==> src/rtl/chip8_timer_pkg.sv <==
// Shared constants and helpers for the CHIP-8 delay/sound timer controller.
package chip8_timer_pkg;

   localparam int TIMER_W = 8;

   localparam logic SEL_DT = 1'b0;
   localparam logic SEL_ST = 1'b1;

   // Buzzer half-period in clock cycles, floored at one so tiny clocks still toggle.
   function automatic int calc_half_period(input int clock_speed, input int tone_hz);
      int hp;
      hp = clock_speed / (2 * tone_hz);
      return (hp < 1) ? 1 : hp;
   endfunction

endpackage

==> src/rtl/chip8_timer_ctrl_if.sv <==
// CPU-side valid/ready request and response channel of the timer controller.
interface chip8_timer_ctrl_if;
   import chip8_timer_pkg::*;

   logic               req_valid;
   logic               req_ready;
   logic               req_we;
   logic               req_sel;
   logic [TIMER_W-1:0] req_wdata;
   logic               rsp_valid;
   logic               rsp_ready;
   logic [TIMER_W-1:0] rsp_rdata;

   modport master (
      output req_valid, req_we, req_sel, req_wdata, rsp_ready,
      input  req_ready, rsp_valid, rsp_rdata
   );

   modport slave (
      input  req_valid, req_we, req_sel, req_wdata, rsp_ready,
      output req_ready, rsp_valid, rsp_rdata
   );

endinterface

==> src/rtl/chip8_tone_gen.sv <==
// Square-wave buzzer: toggles tone_out every HALF_PERIOD cycles while enabled.
module chip8_tone_gen #(
   parameter int HALF_PERIOD = 113
) (
   input  logic clk,
   input  logic rst_n,
   input  logic enable,
   output logic tone_out
);

   localparam int CNT_W = (HALF_PERIOD > 1) ? $clog2(HALF_PERIOD) : 1;

   logic [CNT_W-1:0] cnt;

   // NOTE: sequential state uses non-blocking assignments so every flop samples pre-edge values.
   always_ff @(posedge clk or negedge rst_n) begin
      if (!rst_n) begin
         cnt      <= '0;
         tone_out <= 1'b0;
      end else if (!enable) begin
         cnt      <= '0;
         tone_out <= 1'b0;
      end else if (cnt == CNT_W'(HALF_PERIOD - 1)) begin
         cnt      <= '0;
         tone_out <= ~tone_out;
      end else begin
         cnt <= cnt + CNT_W'(1);
      end
   end

endmodule

==> src/rtl/chip8_timer_ctrl.sv <==
// CHIP-8 delay/sound timer registers with 60 Hz decrement, CPU access and buzzer.
module chip8_timer_ctrl
   import chip8_timer_pkg::*;
#(
   parameter int CLOCK_SPEED = 100000,
   parameter int TONE_HZ     = 440
) (
   input  logic               clk,
   input  logic               rst_n,
   input  logic               tick_60hz,
   input  logic               hold,
   chip8_timer_ctrl_if.slave  bus,
   output logic               sound_active,
   output logic               st_expired,
   output logic               tone_out
);

   localparam int HALF_PERIOD = calc_half_period(CLOCK_SPEED, TONE_HZ);

   typedef enum logic [1:0] {
      S_OFF,
      S_IDLE,
      S_RESP
   } state_t;

   state_t             state, state_nxt;
   logic [TIMER_W-1:0] dt, st, rdata_q;
   logic               accept, accept_rd, wr_dt, wr_st, dec;

   assign accept    = bus.req_valid & bus.req_ready;
   assign accept_rd = accept & ~bus.req_we;
   assign wr_dt     = accept & bus.req_we & (bus.req_sel == SEL_DT);
   assign wr_st     = accept & bus.req_we & (bus.req_sel == SEL_ST);
   assign dec       = tick_60hz & ~hold;

   assign bus.rsp_valid = (state == S_RESP);
   assign bus.rsp_rdata = rdata_q;

   always_ff @(posedge clk or negedge rst_n) begin
      if (!rst_n) state <= S_OFF;
      else        state <= state_nxt;
   end

   // NOTE: every always_comb output gets a default first so no path can infer a latch.
   always_comb begin
      state_nxt     = state;
      bus.req_ready = 1'b0;
      unique case (state)
         S_OFF:  state_nxt = S_IDLE;
         S_IDLE: begin
            bus.req_ready = 1'b1;
            if (accept_rd) state_nxt = S_RESP;
         end
         S_RESP: begin
            bus.req_ready = bus.rsp_ready;
            if (bus.rsp_ready && !accept_rd) state_nxt = S_IDLE;
         end
         default: state_nxt = S_OFF;
      endcase
   end

   // Reads capture the pre-update register value; responses hold until consumed.
   always_ff @(posedge clk or negedge rst_n) begin
      if (!rst_n)         rdata_q <= '0;
      else if (accept_rd) rdata_q <= (bus.req_sel == SEL_ST) ? st : dt;
   end

   // A write on the same cycle as a tick wins and is not decremented.
   always_ff @(posedge clk or negedge rst_n) begin
      if (!rst_n) begin
         dt <= '0;
         st <= '0;
      end else begin
         if (wr_dt)                dt <= bus.req_wdata;
         else if (dec && dt != '0) dt <= dt - TIMER_W'(1);

         if (wr_st)                st <= bus.req_wdata;
         else if (dec && st != '0) st <= st - TIMER_W'(1);
      end
   end

   always_ff @(posedge clk or negedge rst_n) begin
      if (!rst_n) begin
         sound_active <= 1'b0;
         st_expired   <= 1'b0;
      end else begin
         sound_active <= (st != '0);
         st_expired   <= dec & ~wr_st & (st == TIMER_W'(1));
      end
   end

   chip8_tone_gen #(
      .HALF_PERIOD (HALF_PERIOD)
   ) u_tone_gen (
      .clk      (clk),
      .rst_n    (rst_n),
      .enable   (sound_active),
      .tone_out (tone_out)
   );

endmodule
==> src/flat_wrapper.sv <==
// flat-port wrapper written by rule: the top's interface ports become plain ports
module chip8_timer_ctrl_flat import chip8_timer_pkg::*;
#(
   parameter int CLOCK_SPEED = 100000,
   parameter int TONE_HZ     = 440
)
  (clk, rst_n, tick_60hz, hold, sound_active, st_expired, tone_out, bus_req_valid, bus_req_we, bus_req_sel, bus_req_wdata, bus_rsp_ready, bus_req_ready, bus_rsp_valid, bus_rsp_rdata);
  chip8_timer_ctrl_if bus_i ();
  input  logic clk;
  input  logic rst_n;
  input  logic tick_60hz;
  input  logic hold;
  output logic sound_active;
  output logic st_expired;
  output logic tone_out;
  input wire logic [$bits(bus_i.req_valid)-1:0] bus_req_valid;
  input wire logic [$bits(bus_i.req_we)-1:0] bus_req_we;
  input wire logic [$bits(bus_i.req_sel)-1:0] bus_req_sel;
  input wire logic [$bits(bus_i.req_wdata)-1:0] bus_req_wdata;
  input wire logic [$bits(bus_i.rsp_ready)-1:0] bus_rsp_ready;
  output wire logic [$bits(bus_i.req_ready)-1:0] bus_req_ready;
  output wire logic [$bits(bus_i.rsp_valid)-1:0] bus_rsp_valid;
  output wire logic [$bits(bus_i.rsp_rdata)-1:0] bus_rsp_rdata;
  assign bus_i.req_valid = bus_req_valid;
  assign bus_i.req_we = bus_req_we;
  assign bus_i.req_sel = bus_req_sel;
  assign bus_i.req_wdata = bus_req_wdata;
  assign bus_i.rsp_ready = bus_rsp_ready;
  assign bus_req_ready = bus_i.req_ready;
  assign bus_rsp_valid = bus_i.rsp_valid;
  assign bus_rsp_rdata = bus_i.rsp_rdata;
  chip8_timer_ctrl #(.CLOCK_SPEED(CLOCK_SPEED), .TONE_HZ(TONE_HZ)) u_core (.clk(clk), .rst_n(rst_n), .tick_60hz(tick_60hz), .hold(hold), .bus(bus_i), .sound_active(sound_active), .st_expired(st_expired), .tone_out(tone_out));
endmodule
==> config.mk <==
export PLATFORM = sky130hd
export DESIGN_NAME = chip8_timer_ctrl_flat
export DESIGN_NICKNAME = d
export VERILOG_FILES = /design/src/rtl/chip8_timer_pkg.sv /design/src/rtl/chip8_timer_ctrl_if.sv /design/src/rtl/chip8_tone_gen.sv /design/src/rtl/chip8_timer_ctrl.sv /design/src/flat_wrapper.sv
export SDC_FILE = /design/constraint.sdc
export NUM_CORES = 1
export LEC_CHECK = 0
export CAP_MARGIN = 20
export CORE_ASPECT_RATIO = 1.75
export CORE_UTILIZATION = 40
export CTS_CLUSTER_SIZE = 12
export DETAILED_ROUTE_END_ITERATION = 16
export GPL_TIMING_DRIVEN = 1
export SLEW_MARGIN = 20
export SYNTH_ARGS = -nofsm -noshare
export SYNTH_HDL_FRONTEND = slang
export SYNTH_HIERARCHICAL = 1
export SYNTH_SLANG_ARGS = --single-unit
export TNS_END_PERCENT = 5
==> constraint.sdc <==
create_clock -name clk -period 5.4 [get_ports clk]
set_input_delay 0.81 -clock clk [delete_from_list [all_inputs] [get_ports clk]]
set_output_delay 0.81 -clock clk [all_outputs]
set_load 0.05 [all_outputs]
==> results.cfg, run 1 <==
[clock_network]
clock-sinks = 36
cts-root-buf = clkbuf_8
cts_buffer_depth = 2
ctsResizeCount = 0
cts_buffers = 5
post_cts_buffers = 0
cts_hold_buf = 0
htreeDepth = 2
clk_pin_slew_ns = 0.07
clock_latency_ns = 0.28
cts_tree = yes

[final_layout]
layout_common_cells = dfrtp_1, clkdlybuf4s50_1, nand2_1
diodes = 0
area_growth_pct = 20.19
final_common_cell = dfrtp_1
nNetsFinal = 262
fillers = 481
drive_above_1_share = 0.06780

[pwr]
p_per_area_nw_per_um2 = 553.0
leakagePower_nw = 1.003
ir_worst_vdd_uv = 326.2
power_mw = 1.347

[place]
gp_congestion = 0.7761
dp_hpwl_um = 3266
port_buffers = 28

[die]
die_area_um2 = 5367
coreArea_um2 = 4790
die_w_um = 55.81
initial_core_util = 0.4232
die_h_um = 96.17
rows = 33
ios = 29

[grt]
grt_pass1_vias = 1615
grt_remaining_overflow = 0
grtUsageTotal = 0.1766
grt_antenna_before_repair = 0
grt_max_degree = 37
grt_pass1_wl_um = 7279

[synth]
synth_fp_nets = 232
synth_cell_types = 43
ys.flop_type = dfrtp_1
synth-edff-count = 0
yosys_warnings = 6
synth_seq_cells = 36
synth_seq_area_share = 0.4444
avgSynthCellArea_um2 = 9.888
synthCells = 205
syn_area_um2 = 2027
async_flop_share = 1.000

[critical_path]
ff2ff_setup_slack_ns = 3.26
r2r-end = u_core/dt[1]
critPathLaunchType = input port
worstPathArrival_ns = 2.42
crit_path_max_fanout = 5
r2r_start = u_core/dt[0]
critPathKind = input port to output port
crit_required_ns = 4.59
critPathCaptureType = output port
rr_worst_depth = 6

[sta]
fmax_ghz = 0.3098
final-setup-viol-count = 0
hold_viol_final = 0
skew_ns = 0.004713
rsz0062_at_grt = no
finalCritPeriodShare = 0.5978
slew_headroom = 0.4199
fin_crit_ns = 3.228
worst_pin_slew_ns = 0.8669
setup_tns_ns = 0
drv_slew = 0

[drt]
drt-vias-per-instance = 5.531
drc_errors = 0
drt_wl_total_um = 4282
ant_nets = 0
dr.pass1.iters = 4
routedWlPerCell_um = 14.87
vias = 1593
drtIter0Drc = 31

[status]
status = completed

[min_path]
min_path_type = flop to flop
holdPathEnd = u_core/u_tone_gen/cnt[0]
hp-start = u_core/u_tone_gen/cnt[0]
hold_depth = 1

[job]
drv_cap = 0
-- cells in the mapped netlist (all sizes together) (3+ instances only) --
cell / n / area (um^2)
nand2: 19 / 71.32
xnor2: 8 / 70.07
mux2: 3 / 33.78
mux2i: 10 / 100.1
inv: 9 / 33.78
or3: 6 / 40.03
and2: 4 / 25.02
a21oi: 17 / 85.08
dfrtp: 36 / 900.9
nor2: 18 / 67.56
nand3: 4 / 20.02
xor2: 6 / 52.55
ha: 11 / 137.6
clkbuf: 3 / 11.26
o21ai: 14 / 70.06
o211ai: 4 / 30.03
-- how the worst max path moves through the flow --
stage,slack (ns),endpoint,from,cells after the start
after floorplan,2.94,bus_req_ready,u_core/state[0],4
after global placement,2.19,bus_req_ready,bus_rsp_ready,4
after detailed placement,2.17,bus_req_ready,bus_rsp_ready,4
after CTS,2.16,bus_req_ready,bus_rsp_ready,4
after global routing,2.10,bus_req_ready,bus_rsp_ready,4
final,2.17,bus_req_ready,bus_rsp_ready,4
-- layout make-up --
type                    count  area, um^2  share of cell area
clock buffers               8       90.09             0.03698
repair buffers             28       275.3              0.1130
well taps                  52       65.06             0.02671
flip-flops and latches     36       900.9              0.3698
multi-input cells         155        1071              0.4397
inverters                   9       33.78             0.01387
-- state kept, by name (all words and copies together), names as in the netlist --
signal	flops
u_core/bus.rsp_rdata	8
u_core/dt	8
u_core/st	8
u_core/u_tone_gen/cnt	7
u_core/state	2
u_core/sound_active	1
u_core/st_expired	1
u_core/u_tone_gen/tone_out	1
-- power breakdown --
part | switching, mW | total, mW | internal, mW
Clock | 0.0922 | 0.196 | 0.104
Sequential | 0.138 | 0.531 | 0.392
Combinational | 0.358 | 0.620 | 0.262
Total | 0.588 | 1.35 | 0.759
-- routing by layer --
layer	GRT usage	wire length, um	share of wire	vias up
met4	0.1057	197	0.046	0
met5	0	0	0	-
li1	-	-	-	786
met1	0.1888	1678	0.39	767
met2	0.3223	2279	0.53	28
met3	0.03226	126	0.029	12
-- stage by stage --
stage	instance area [um^2]	std cells	util	hold WS, ns	setup WS (ns)
2_1_floorplan	2027	205	-	0.4536	2.940
3_3_place_gp	2346	280	0.4898	0.4793	2.194
3_5_place_dp	2346	280	0.4898	0.4808	2.169
4_1_cts	2436	288	0.5086	0.4906	2.164
5_1_grt	2436	288	0.5086	0.5192	2.101
6_report	2436	288	0.5086	0.4920	2.172
-- critical path, stage by stage --
cell             delay, ns
clkdlybuf4s50_1       0.50
a21o_1                0.18
and2_1                0.14
clkdlybuf4s50_1       0.79
-- cell families (layout without fill, tap and decap cells) --
group	after synthesis	after routing	synth area share
XOR/XNOR	14	14	0.06050
multiplexers	13	13	0.06605
flip-flops	36	36	0.4444
AND/OR/NAND/NOR	72	72	0.1994
adder cells (fa/ha/maj)	11	11	0.06790
buffers and inverters	14	45	0.02716
AO/OA/AOI/OAI	45	45	0.1346
Note: power is estimated with default switching activity, not from simulation.
==> inputs of run 2 (changes only) <==
- clock period: 5.4 -> 3.35 ns (I/O delays scaled with it)
==> results.cfg, run 2 (same netlist as run 1, synthesis figures left out) <==
[drt]
dr.pass1.iters = 4
routedWlPerCell_um = 14.43
drc_errors = 0
drtIter0Drc = 49
vias = 1527
drt_wl_total_um = 4170
drt-vias-per-instance = 5.284
ant_nets = 0

[critical_path]
critPathLaunchType = flop
crit_chain = inv_1 > ha_1 > a21o_1 > and2_1 > clkdlybuf4s50_1
critPathKind = flop to output port
slowest_delay_ns = 0.79
worstPathArrival_ns = 2.15
cpLargestDelayFamily = buffers and inverters
worst-path-buf-inv = 2
critPathCaptureType = output port
crit_path_max_fanout = 5
crit_required_ns = 2.85
cpMaxStageDelayCell = clkdlybuf4s50_1

[min_path]
min_path_type = input port to async pin

[sta]
slew_headroom = 0.3700
finalCritPeriodShare = 0.7925
setup_tns_ns = 0
fmax_ghz = 0.3767
final-setup-viol-count = 0
layout_setup_ws_ns = 0.6953
worst_pin_slew_ns = 0.9416
fin_crit_ns = 2.655
hold_viol_final = 0
skew_ns = 0.005822
drv_slew = 0
rsz0062_at_grt = no

[place]
dp_hpwl_um = 3191
port_buffers = 28
gp_congestion = 0.7813
dp_cells = 281
dp_slack_ns = 0.7308
placed_area_um2 = 2354

[final_layout]
design_area_um2 = 2512
final_cell_count_no_fill = 289
nNetsFinal = 263
layout_common_cells = dfrtp_1, clkdlybuf4s50_1, nand2_1
final_common_cell = dfrtp_1
diodes = 0
area_growth_pct = 23.95
seqCellArea_um2 = 900.9
fillers = 443
multi_input_area_um2 = 1071
drive_above_1_share = 0.08017

[clock_network]
ctsResizeCount = 0
cts_tree = yes
clock-sinks = 36
clock_latency_ns = 0.29
cts_buffer_depth = 2
cts_buffers = 5
htreeDepth = 2
clk_pin_slew_ns = 0.07
cts-root-buf = clkbuf_8
post_cts_buffers = 0
cts_hold_buf = 0

[pwr]
ir_worst_vdd_uv = 587.2
leakagePower_nw = 1.042
p_per_area_nw_per_um2 = 947.3

[die]
die_area_um2 = 5367
coreArea_um2 = 4790
die_w_um = 55.81
rows = 33
die_h_um = 96.17
initial_core_util = 0.4232
ios = 29

[status]
status = completed

[grt]
grt_antenna_before_repair = 0
grt_remaining_overflow = 0
grt_pass1_wl_um = 7320
grt_pass1_vias = 1526
grtUsageTotal = 0.1794
grt_max_degree = 37

[job]
drv_cap = 0
[run 2: cell types whose count changed in the layout (fill, tap and decap cells not counted), sizes merged]
cell,previous run,this run
clkbuf,8,5
buf,1,2
bufinv,0,3
[run 2: power by group]
group | switching, mW | internal (mW) | leakage (nW)
logic | 0.576 | 0.423 | 0.536
clock network | 0.161 | 0.372 | 0.0784
registers | 0.215 | 0.632 | 0.428
total | 0.952 | 1.43 | 1.04
[run 2: per-layer routing]
layer  vias up  wire length, um  share of wire  global-route usage
met5         -                0              0                   0
met4         0              130          0.031             0.09959
met3        10              120          0.029             0.03226
met2        26             2241           0.54              0.3233
met1       707             1677           0.40              0.1990
li1        784                -              -                   -
[run 2: per-stage QoR]
stage / hold slack, ns / power, mW / util
final: 0.3044 / 2.380 / 0.5246
after global placement: 0.4736 / 1.858 / 0.4914
after global routing: 0.3830 / 2.566 / 0.5246
after CTS: 0.3382 / 2.416 / 0.5246
after floorplan: 0.2069 / 1.555 / -
after detailed placement: 0.4790 / 1.870 / 0.4914
[run 2: cell type report]
cell class / instances / area share
repair buffers: 29 / 0.1125
clock inverters: 3 / 0.03586
clock buffers: 5 / 0.02739
inverters: 9 / 0.01345
well taps: 52 / 0.02590
multi-input cells: 155 / 0.4263
flip-flops and latches: 36 / 0.3586
[run 2: path summary, 6_finish.rpt]
check,to,slack [ns],startpoint,cells after the start
hold / removal,u_core/bus.rsp_rdata[6],0.30,rst_n,1
setup reg to reg,u_core/dt[1],1.27,u_core/dt[0],6
hold reg to reg,u_core/u_tone_gen/cnt[0],0.49,u_core/u_tone_gen/cnt[0],1
max in group asynchronous,u_core/bus.rsp_rdata[3],2.53,rst_n,1
min in group clk,u_core/u_tone_gen/cnt[0],0.49,u_core/u_tone_gen/cnt[0],1
setup / recovery,bus_req_ready,0.70,u_core/state[0],5
